## src/rtl/iilc_pkg.sv

```systemverilog
// Shared types and constants for the iterative linear-inverse solver x = (y - b) / m.
package iilc_pkg;

  typedef enum logic [1:0] {IDLE, SUB, DIV} state_e;

  localparam int WIDTH_DEF = 32;
  localparam int CNT_W = $clog2(WIDTH_DEF);
  localparam logic [WIDTH_DEF-1:0] ALL_ONES = '1;

endpackage

```

## src/rtl/iter_udiv.sv

```systemverilog
// Restoring unsigned divider, one quotient bit per clock. Quotient bits are shifted
// into the vacated LSBs of the dividend register; done/quo/rem show the final step's results.
module iter_udiv #(
  parameter int WIDTH = 32,
  parameter int CW = 5
) (
  input  logic             clk,
  input  logic             rst,
  input  logic             start_i,
  input  logic [WIDTH-1:0] dividend_i,
  input  logic [WIDTH-1:0] divisor_i,
  output logic             done_o,
  output logic [WIDTH-1:0] quo_o,
  output logic [WIDTH-1:0] rem_o
);

  logic [WIDTH-1:0] p_q, p_d;
  logic [WIDTH-1:0] dvd_q, dvd_d;
  logic [WIDTH-1:0] dsr_q;
  logic [CW-1:0]    cnt_q;
  logic             run_q;

  logic [WIDTH:0]   p_sh;
  logic [WIDTH-1:0] p_sub;
  logic             qbit;

  always_comb begin
    p_sh  = {p_q, dvd_q[WIDTH-1]};
    qbit  = (p_sh >= {1'b0, dsr_q});
    // When the trial succeeds the result is below the divisor, so the low WIDTH bits suffice.
    p_sub = p_sh[WIDTH-1:0] - dsr_q;
    p_d   = qbit ? p_sub : p_sh[WIDTH-1:0];
    dvd_d = {dvd_q[WIDTH-2:0], qbit};
  end

  assign done_o = run_q && (cnt_q == CW'(WIDTH - 1));
  assign quo_o  = dvd_d;
  assign rem_o  = p_d;

  always_ff @(posedge clk) begin
    if (rst) begin
      p_q   <= '0;
      dvd_q <= '0;
      dsr_q <= '0;
      cnt_q <= '0;
      run_q <= 1'b0;
    end else if (start_i) begin
      p_q   <= '0;
      dvd_q <= dividend_i;
      dsr_q <= divisor_i;
      cnt_q <= '0;
      run_q <= 1'b1;
    end else if (run_q) begin
      p_q   <= p_d;
      dvd_q <= dvd_d;
      cnt_q <= cnt_q + CW'(1);
      if (done_o) run_q <= 1'b0;
    end
  end

endmodule

```

## src/rtl/iter_integer_linear_inverse.sv

```systemverilog
// Iterative solver x = (y - b) / m with underflow and divide-by-zero flags.
// Optional round-to-nearest of x under ITER_LINEAR_INVERSE_ROUND_EN.
module iter_integer_linear_inverse
  import iilc_pkg::*;
#(
  parameter int WIDTH = WIDTH_DEF
) (
  input  logic             clk,
  input  logic             rst,
  input  logic             wr,
  input  logic [WIDTH-1:0] y,
  input  logic [WIDTH-1:0] m,
  input  logic [WIDTH-1:0] b,
  output logic [WIDTH-1:0] x,
  output logic [WIDTH-1:0] rem,
  output logic             valid,
  output logic             busy,
  output logic             div_by_zero,
  output logic             underflow
);

  localparam int CW = (WIDTH == WIDTH_DEF) ? CNT_W : $clog2(WIDTH);
  localparam logic [WIDTH-1:0] X_SAT = (WIDTH == WIDTH_DEF) ? WIDTH'(ALL_ONES) : '1;

  state_e           state_q;
  logic [WIDTH-1:0] y_q, m_q, b_q;
  logic [WIDTH-1:0] x_q, rem_q;
  logic             valid_q, busy_q, dbz_q, unf_q;

  logic [WIDTH:0]   diff_d;
  logic             start_d;
  logic             div_done;
  logic [WIDTH-1:0] div_quo, div_rem, x_d;

  // Bit WIDTH is the borrow, i.e. y < b.
  assign diff_d  = {1'b0, y_q} - {1'b0, b_q};
  assign start_d = (state_q == SUB) && !diff_d[WIDTH] && (m_q != '0);

  iter_udiv #(.WIDTH(WIDTH), .CW(CW)) u_div (
    .clk        (clk),
    .rst        (rst),
    .start_i    (start_d),
    .dividend_i (diff_d[WIDTH-1:0]),
    .divisor_i  (m_q),
    .done_o     (div_done),
    .quo_o      (div_quo),
    .rem_o      (div_rem)
  );

`ifdef ITER_LINEAR_INVERSE_ROUND_EN
  always_comb begin
    x_d = div_quo;
    if ({div_rem, 1'b0} >= {1'b0, m_q} && div_quo != X_SAT) x_d = div_quo + WIDTH'(1);
  end
`else
  assign x_d = div_quo;
`endif

  always_ff @(posedge clk) begin
    if (rst) begin
      state_q <= IDLE;
      y_q     <= '0;
      m_q     <= '0;
      b_q     <= '0;
      x_q     <= '0;
      rem_q   <= '0;
      valid_q <= 1'b0;
      busy_q  <= 1'b0;
      dbz_q   <= 1'b0;
      unf_q   <= 1'b0;
    end else begin
      valid_q <= 1'b0;
      case (state_q)
        IDLE: begin
          if (wr) begin
            y_q     <= y;
            m_q     <= m;
            b_q     <= b;
            busy_q  <= 1'b1;
            state_q <= SUB;
          end
        end
        SUB: begin
          if (diff_d[WIDTH]) begin
            x_q     <= '0;
            rem_q   <= '0;
            unf_q   <= 1'b1;
            dbz_q   <= 1'b0;
            valid_q <= 1'b1;
            busy_q  <= 1'b0;
            state_q <= IDLE;
          end else if (m_q == '0) begin
            x_q     <= X_SAT;
            rem_q   <= diff_d[WIDTH-1:0];
            unf_q   <= 1'b0;
            dbz_q   <= 1'b1;
            valid_q <= 1'b1;
            busy_q  <= 1'b0;
            state_q <= IDLE;
          end else begin
            state_q <= DIV;
          end
        end
        DIV: begin
          if (div_done) begin
            x_q     <= x_d;
            rem_q   <= div_rem;
            unf_q   <= 1'b0;
            dbz_q   <= 1'b0;
            valid_q <= 1'b1;
            busy_q  <= 1'b0;
            state_q <= IDLE;
          end
        end
        default: state_q <= IDLE;
      endcase
    end
  end

  assign x           = x_q;
  assign rem         = rem_q;
  assign valid       = valid_q;
  assign busy        = busy_q;
  assign div_by_zero = dbz_q;
  assign underflow   = unf_q;

endmodule
```

## config.mk

```make
export PLATFORM = sky130hd
export DESIGN_NAME = iter_integer_linear_inverse
export DESIGN_NICKNAME = d
export VERILOG_FILES = /design/src/rtl/iilc_pkg.sv /design/src/rtl/iter_udiv.sv /design/src/rtl/iter_integer_linear_inverse.sv
export SDC_FILE = /design/constraint.sdc
export NUM_CORES = 1
export LEC_CHECK = 0
export ABC_AREA = 1
export BUFFER_PORTS_ARGS = -buffer_cell sky130_fd_sc_hd__buf_2
export CAP_MARGIN = 20
export CELL_PAD_IN_SITES_DETAIL_PLACEMENT = 2
export CELL_PAD_IN_SITES_GLOBAL_PLACEMENT = 2
export CORE_MARGIN = 3
export CORE_UTILIZATION = 29
export DETAILED_ROUTE_END_ITERATION = 10
export PLACE_DENSITY = 0.82
export SETUP_SLACK_MARGIN = 0.02
export SYNTH_ARGS = -nofsm -noshare
export SYNTH_HDL_FRONTEND = slang
export SYNTH_HIERARCHICAL = 1
export SYNTH_SLANG_ARGS = --single-unit
export TNS_END_PERCENT = 20
```

## constraint.sdc

```tcl
create_clock -name clk -period 2.8 [get_ports clk]
set_input_delay 0.28 -clock clk [delete_from_list [all_inputs] [get_ports clk]]
set_output_delay 0.28 -clock clk [all_outputs]
set_load 0.05 [all_outputs]
```

* Word-level counts from Yosys, hierarchy flattened
Index checks and enable logic that the tools add are counted.
Widths: inputs -> output; s select.
** Word-level totals
- Register bits after elaboration :: 268
- Latch bits :: 0
- RAM bits :: 0
- Memory bits (read-only) :: 0
- Input port bits :: 99
- Output and inout bits :: 68
- Word-level logic and storage cells :: 73
- Memories :: 0
** Operators by class
- Add/sub/neg operators :: 3
- Multiply operators :: 0
- Divide/modulo/power cells :: 0
- Magnitude comparators :: 1
- Equality and inequality tests :: 6
- Shifts and indexed selects :: 0
- Muxes and demuxes :: 33
- Bitwise gates (word level) :: 0
- Reduce and logical (&&, ||, !) cells :: 15
** Operators by type and width (count)
- $mux 32 :: 9
- $pmux 32 s2 :: 2
- $ge 33x32->1 :: 1
- $sub 32x32->33 :: 1
- $logic_not 32->1 :: 1
- $reduce_bool 32->1 :: 1
- $sub 32x32->32 :: 1
- $mux 1 :: 13
- $mux 2 :: 4
- $pmux 1 s2 :: 3
- $pmux 2 s3 :: 1
- $add 5x1->5 const B :: 1
- $eq 5x5->1 const B :: 1
- $ne 2x2->1 const B :: 2
- $reduce_and 2->1 :: 2
- $reduce_and 4->1 :: 1
- $reduce_bool 2->1 :: 2
- $logic_and 1x1->1 :: 3
- $ne 3x2->1 const B :: 1
- $pmux 1 s3 :: 1
- $reduce_and 3->1 :: 1
- $reduce_bool 3->1 :: 1
- $eq 2x1->1 const B :: 1
- $eq 2x2->1 const B :: 1
- other kinds (3) :: 3

* Depth between registers and ports, before layout
- Depth after elaboration :: 5
- Depth in mapped cells :: 21
- Depth with buffers taken out :: 19

* Modules after synthesis
Netlist, hierarchy kept.
** Modules (own cells, without submodules)
- iter_integer_linear_inverse :: times used 1, cells an instance 1598, area an instance 9549.2 um^2, seq. area each 3323.2 um^2
- iter_udiv :: times used 1, cells an instance 1166, area an instance 7420.9 um^2, seq. area each 2042.0 um^2

* Least setup slack after synthesis
No wires, ideal clock.
- Path kind :: register to register
- From :: reg y_q[0]
- To :: reg u_div.dvd_q[20]
- Setup time :: 0.065 ns
- Data arrival time :: 2.879 ns
- Data required time :: 2.735 ns
- Path slack :: -0.145 ns
- Cell stages (with the launch flop) :: 22
- Buffers on the path :: 3
- Period minus slack after synthesis :: 2.945 ns
- Cells stage by stage :: dfxtp_1 -> inv_1 -> ha_1 -> fa_1 -> inv_1 -> nand2_1 -> nand2_1 -> nand3_1 -> nand2_2 -> nand2_1 -> nand2_2 -> nand2_1 -> nand2_2 -> nand3_4 -> inv_1 -> clkbuf_1 -> nor2_1 -> inv_1 -> buf_2 -> buf_1 -> o221ai_1 -> nor2_1
** On the way
- Word-level cells in the longest chain between the ends :: 5
- Elaborated cells between the ends (all ways) :: 6
** Ends and longest elaborated chain
- from (decl) :: RTL line iter_integer_linear_inverse.sv:26 : logic [WIDTH-1:0] y_q, m_q, b_q;
- from (signal assigned) :: RTL line iter_integer_linear_inverse.sv:76 : y_q <= y;
- $sub 32x32->33 * :: RTL line iter_integer_linear_inverse.sv:36 : assign diff_d = {1'b0, y_q} - {1'b0, b_q};
- $logic_not 1->1 * :: RTL line iter_integer_linear_inverse.sv:37 : assign start_d = (state_q == SUB) && !diff_d[WIDTH] && (m_q != '0);
- $logic_and 1x1->1 * (2 in a row) :: RTL line iter_integer_linear_inverse.sv:37
- named net start_d :: RTL line iter_integer_linear_inverse.sv:31 : logic start_d;
- $mux 32 or $reduce_bool 2->1 (tied branches)
- to (signal assigned) :: RTL line iter_udiv.sv:49 : dvd_q <= dividend_i;
- to (signal assigned) :: RTL line iter_udiv.sv:55 : dvd_q <= dvd_d;
- to (decl) :: RTL line iter_udiv.sv:18 : logic [WIDTH-1:0] dvd_q, dvd_d;
The timed path passes the listed nets; every way through them passes the cells marked *.
A chain may end at the register's enable or synchronous reset.

* Final worst setup path
- From :: reg u_div.dsr_q[3]
- To :: reg rem_q[22], in the netlist rem[22]
** On the way
- Word-level cells in the longest chain between the ends :: 4
- Elaborated cells between the ends (all ways) :: 5
** Ends and longest elaborated chain
- from (decl) :: RTL line iter_udiv.sv:19 : logic [WIDTH-1:0] dsr_q;
- from (signal assigned) :: RTL line iter_udiv.sv:50 : dsr_q <= divisor_i;
- $sub 32x32->32 or $ge 33x32->1 (tied branches) :: RTL line iter_udiv.sv:31, iter_udiv.sv:29
- $mux 32 * :: RTL line iter_udiv.sv:32 : p_d = qbit ? p_sub : p_sh[WIDTH-1:0];
- named net div_rem[22] :: RTL line iter_integer_linear_inverse.sv:33 : logic [WIDTH-1:0] div_quo, div_rem, x_d;
- $mux 32 * :: RTL line iter_integer_linear_inverse.sv:105 : if (div_done) begin
- $pmux 32 s2 * :: RTL line iter_integer_linear_inverse.sv:73 : case (state_q)
- to (signal assigned) :: RTL line iter_integer_linear_inverse.sv:94 : rem_q <= diff_d[WIDTH-1:0];
- to (signal assigned) :: RTL line iter_integer_linear_inverse.sv:107 : rem_q <= div_rem;
- to (decl) :: RTL line iter_integer_linear_inverse.sv:27 : logic [WIDTH-1:0] x_q, rem_q;
The timed path passes the listed nets; every way through them passes the cells marked *. The select of a mux whose other input is x is not followed.

==> flow_summary.toml <==
[outcome]
outcome = "complete, no violations"

[die]
rows = 88
die_w_um = 247.9
dieHeight_um = 247.9
dieArea_mm2 = 0.06146
core_mm2 = 0.05781
pin_count = 167
initial_core_util_pct = 29.36

[synthesis]
yosys.area_share.adder_pct = 5.397
post_synth.cell_area_avg_um2 = 6.140
synth_mux_area_share_pct = 0
synth_top_family_by_area = "simple AND/OR/NAND/NOR gates"
syn-cell-area_mm2 = 0.01697
synth_nets = 2935
synth_compound_area_share_pct = 10.28
synthDistinctLibCells = 48
ys_warn_count = 6
yosysSeqAreaShare_pct = 31.62
synth_xor_area_share_pct = 1.497
synthCells = 2764
synthSimpleGateAreaFrac_pct = 36.58
ys_ff_latch = 268

[critical_path]
cp.arrival_ps = 3250
required_ps = 3260
r2r.worst_path.cells = 18
end_kind = "register"
worstSetupPathType = "reg -> reg"
startpoint_type = "register"
cp_max_fo = 8

[timing]
hold_viol = 0
fin_ws_ps = 7.242
setup_violations = 0
finalCritPeriodShare_pct = 99.74
hold_ws_ps = 7.958
period_needed_ps = 2793
tightestPinTransition_ps = 764.0
fmax_ghz = 0.3581
rsz0062_at_grt = "true"
clock_skew_ps = 30.68
slew_violations = 0
slew_headroom_pct = 48.53

[placement]
dp_hpwl_um = 55200
place.gp.congestion = 0.8897
placed_cell_area_mm2 = 0.01877
dp_worst_setup_slack_ps = -107.7
io_buffers = 166

[layout]
nets = 3136
final_cell_area_mm2 = 0.02102
area.growth.synth_to_final_pct = 23.86
drive_gt1_share_pct = 16.86
diodes = 0
post-route-util_pct = 36.36

[clock_network]
path_clk_slew_ps = 60
ctsRootBufferMaster = "clkbuf_16"
cts.htree.levels = 2
clockBufferDepth = 3
tritoncts = "yes"
numClockSinks = 268
cts_buffers = 34
clock_latency_ps = 580

[route]
vias = 18670
drtAntennaViolNets = 0
firstDrtPassIters = 5
routed_wl_um = 77640
drt_iter0_drc = 868
via_per_inst = 4.971
wl_per_cell_um = 20.68
drc = 0

[hold_path]
hp-class = "in -> reg"
min_path_cells = 3

[global_route]
grt_first_pass_wirelength_um = 110500
gr-total-overflow = 0
grt_pass1_vias = 19930
grt_start_max_net_pins = 94
antenna_found_initial = 1
grt_use_total_pct = 23.06

[pwr]
power.leakage_nw = 10.92
peakVddDrop_uv = 562.6
powerDensity_mw_per_mm2 = 1352
total_power_mw = 28.42

[job]
max_cap_viol_count = 0
sequential cells by signal, indices dropped and copies added (netlist names):
| signal | cells |
|---|---|
| b_q | 32 |
| m_q | 32 |
| rem | 32 |
| u_div/dsr_q | 32 |
| u_div/dvd_q | 32 |
| u_div/p_q | 32 |
| x | 32 |
| y_q | 32 |
| u_div/cnt_q | 5 |
| state_q | 2 |
| busy | 1 |
| div_by_zero | 1 |
| u_div/run_q | 1 |
| underflow | 1 |
| valid | 1 |
timing repair:
action / in CTS / in global routing
endpoints found under the setup margin: 100 / 164
pin swaps: 0 / 13
gates resized for setup: 15 / 119
setup buffers: 2 / 18
gates cloned: 1 / 6
hold endpoints to repair: 28 / 0
hold buffers: 28 / 0
worst max-delay path, cell delays in order (launching register included):
cell	delay, ps
dfxtp_1	300
inv_1	160
ha_2	360
nand2_2	150
inv_1	70
nand2_1	90
nand2_1	70
nand2_1	80
nand3_2	130
nand2_4	100
nand2_4	50
nand2_4	150
nand2_4	150
nand3_2	110
nand2_1	120
nand2_1	140
nand2_1	140
nor2_1	220
nor2_1	80
area by class of cell:
type,count,area [um^2]
Sequential cell,268,5369
Tap cell,765,957.2
Multi-Input combinational cell,1909,9578
Inverter,444,1677
Timing Repair Buffer,308,2308
Clock inverter,16,207.7
Fill cell,7019,36790
Clock buffer,45,922.1
per-stage QoR:
stage	std cells	setup TNS (ps)
after global routing	3755	-1611
after floorplan	2764	0
final	3755	0
after detailed placement	3639	-1360
after CTS	3731	0
after global placement	3639	0
cells in the mapped netlist, drive strengths merged:
cell type | count | area, um^2
nand2 | 831 | 3243
a21oi | 112 | 568.1
ha | 70 | 875.8
o21a | 1 | 7.510
o221ai | 29 | 254.0
and3 | 1 | 6.260
nand3b | 9 | 67.56
nand4 | 11 | 68.82
clkinv | 3 | 11.26
dfxtp | 268 | 5365
xnor2 | 8 | 70.07
and2 | 13 | 81.33
a211oi | 2 | 15.01
o21bai | 4 | 30.03
fa | 2 | 40.04
clkbuf | 68 | 255.2
nor4 | 8 | 50.05
buf | 76 | 560.5
a22oi | 1 | 7.510
nor3 | 49 | 261.5
o21ai | 159 | 810.8
xor2 | 21 | 183.9
inv | 441 | 1655
a21boi | 1 | 7.510
nor2 | 442 | 1687
o211ai | 1 | 7.510
a21o | 2 | 15.01
a31oi | 2 | 12.51
nand3 | 128 | 743.2
a221oi | 1 | 8.760
power by group:
group | internal, mW | switching [mW]
Clock | 2.63 | 1.95
Combinational | 5.65 | 12.8
Sequential | 4.68 | 0.658
metal layers:
metal	up-vias	routed length, um	GRT usage (%)
met4	2	3157	9.097
met1	9160	32440	27.73
met3	185	3176	3.090
met5	-	13	0
li1	8879	-	-
met2	439	38850	41.41
kinds of logic after synthesis:
family | Yosys count
xor+xnor | 29
compound gates | 315
flops | 268
simple gates | 1492
fa+ha+maj | 72
buf+inv | 588
cell usage in the layout, fill, tap and decap left out, types with 4 or more instances in the layout:
cell type	synthesis	final
o21ai_2	4	5
o21ai_1	10	13
nor4_1	8	8
xnor2_1	8	8
nor3_1	47	44
nor2_4	1	7
o21ai_0	145	141
nand3_2	18	19
buf_2	16	166
buf_12	3	15
nor2_1	433	421
nand2_1	795	775
o21bai_1	4	4
clkbuf_16	0	39
inv_1	437	416
nand2_2	31	48
ha_4	0	19
ha_1	70	45
inv_2	4	24
xor2_1	21	21
dfxtp_1	268	265
nand3b_1	9	9
o221ai_1	29	26
and2_1	13	13
buf_6	8	7
buf_4	36	85
nand3_1	109	108
a21oi_1	110	109
clkinv_2	0	8
ha_2	0	6
nand4_1	11	11
dlygate4sd3_1	0	28
nand2_4	4	7
nor2_2	8	14
clkbuf_1	68	8
final timing paths:
check             startpoint              end  slack (ps)
max reg2reg   u_div/dsr_q[3]          rem[22]           7
min                     y[6]           y_q[6]           8
max           u_div/dsr_q[3]          rem[22]           7
min reg2reg  u_div/dsr_q[29]  u_div/dsr_q[29]         470
Power figures use the tool's default switching activity.
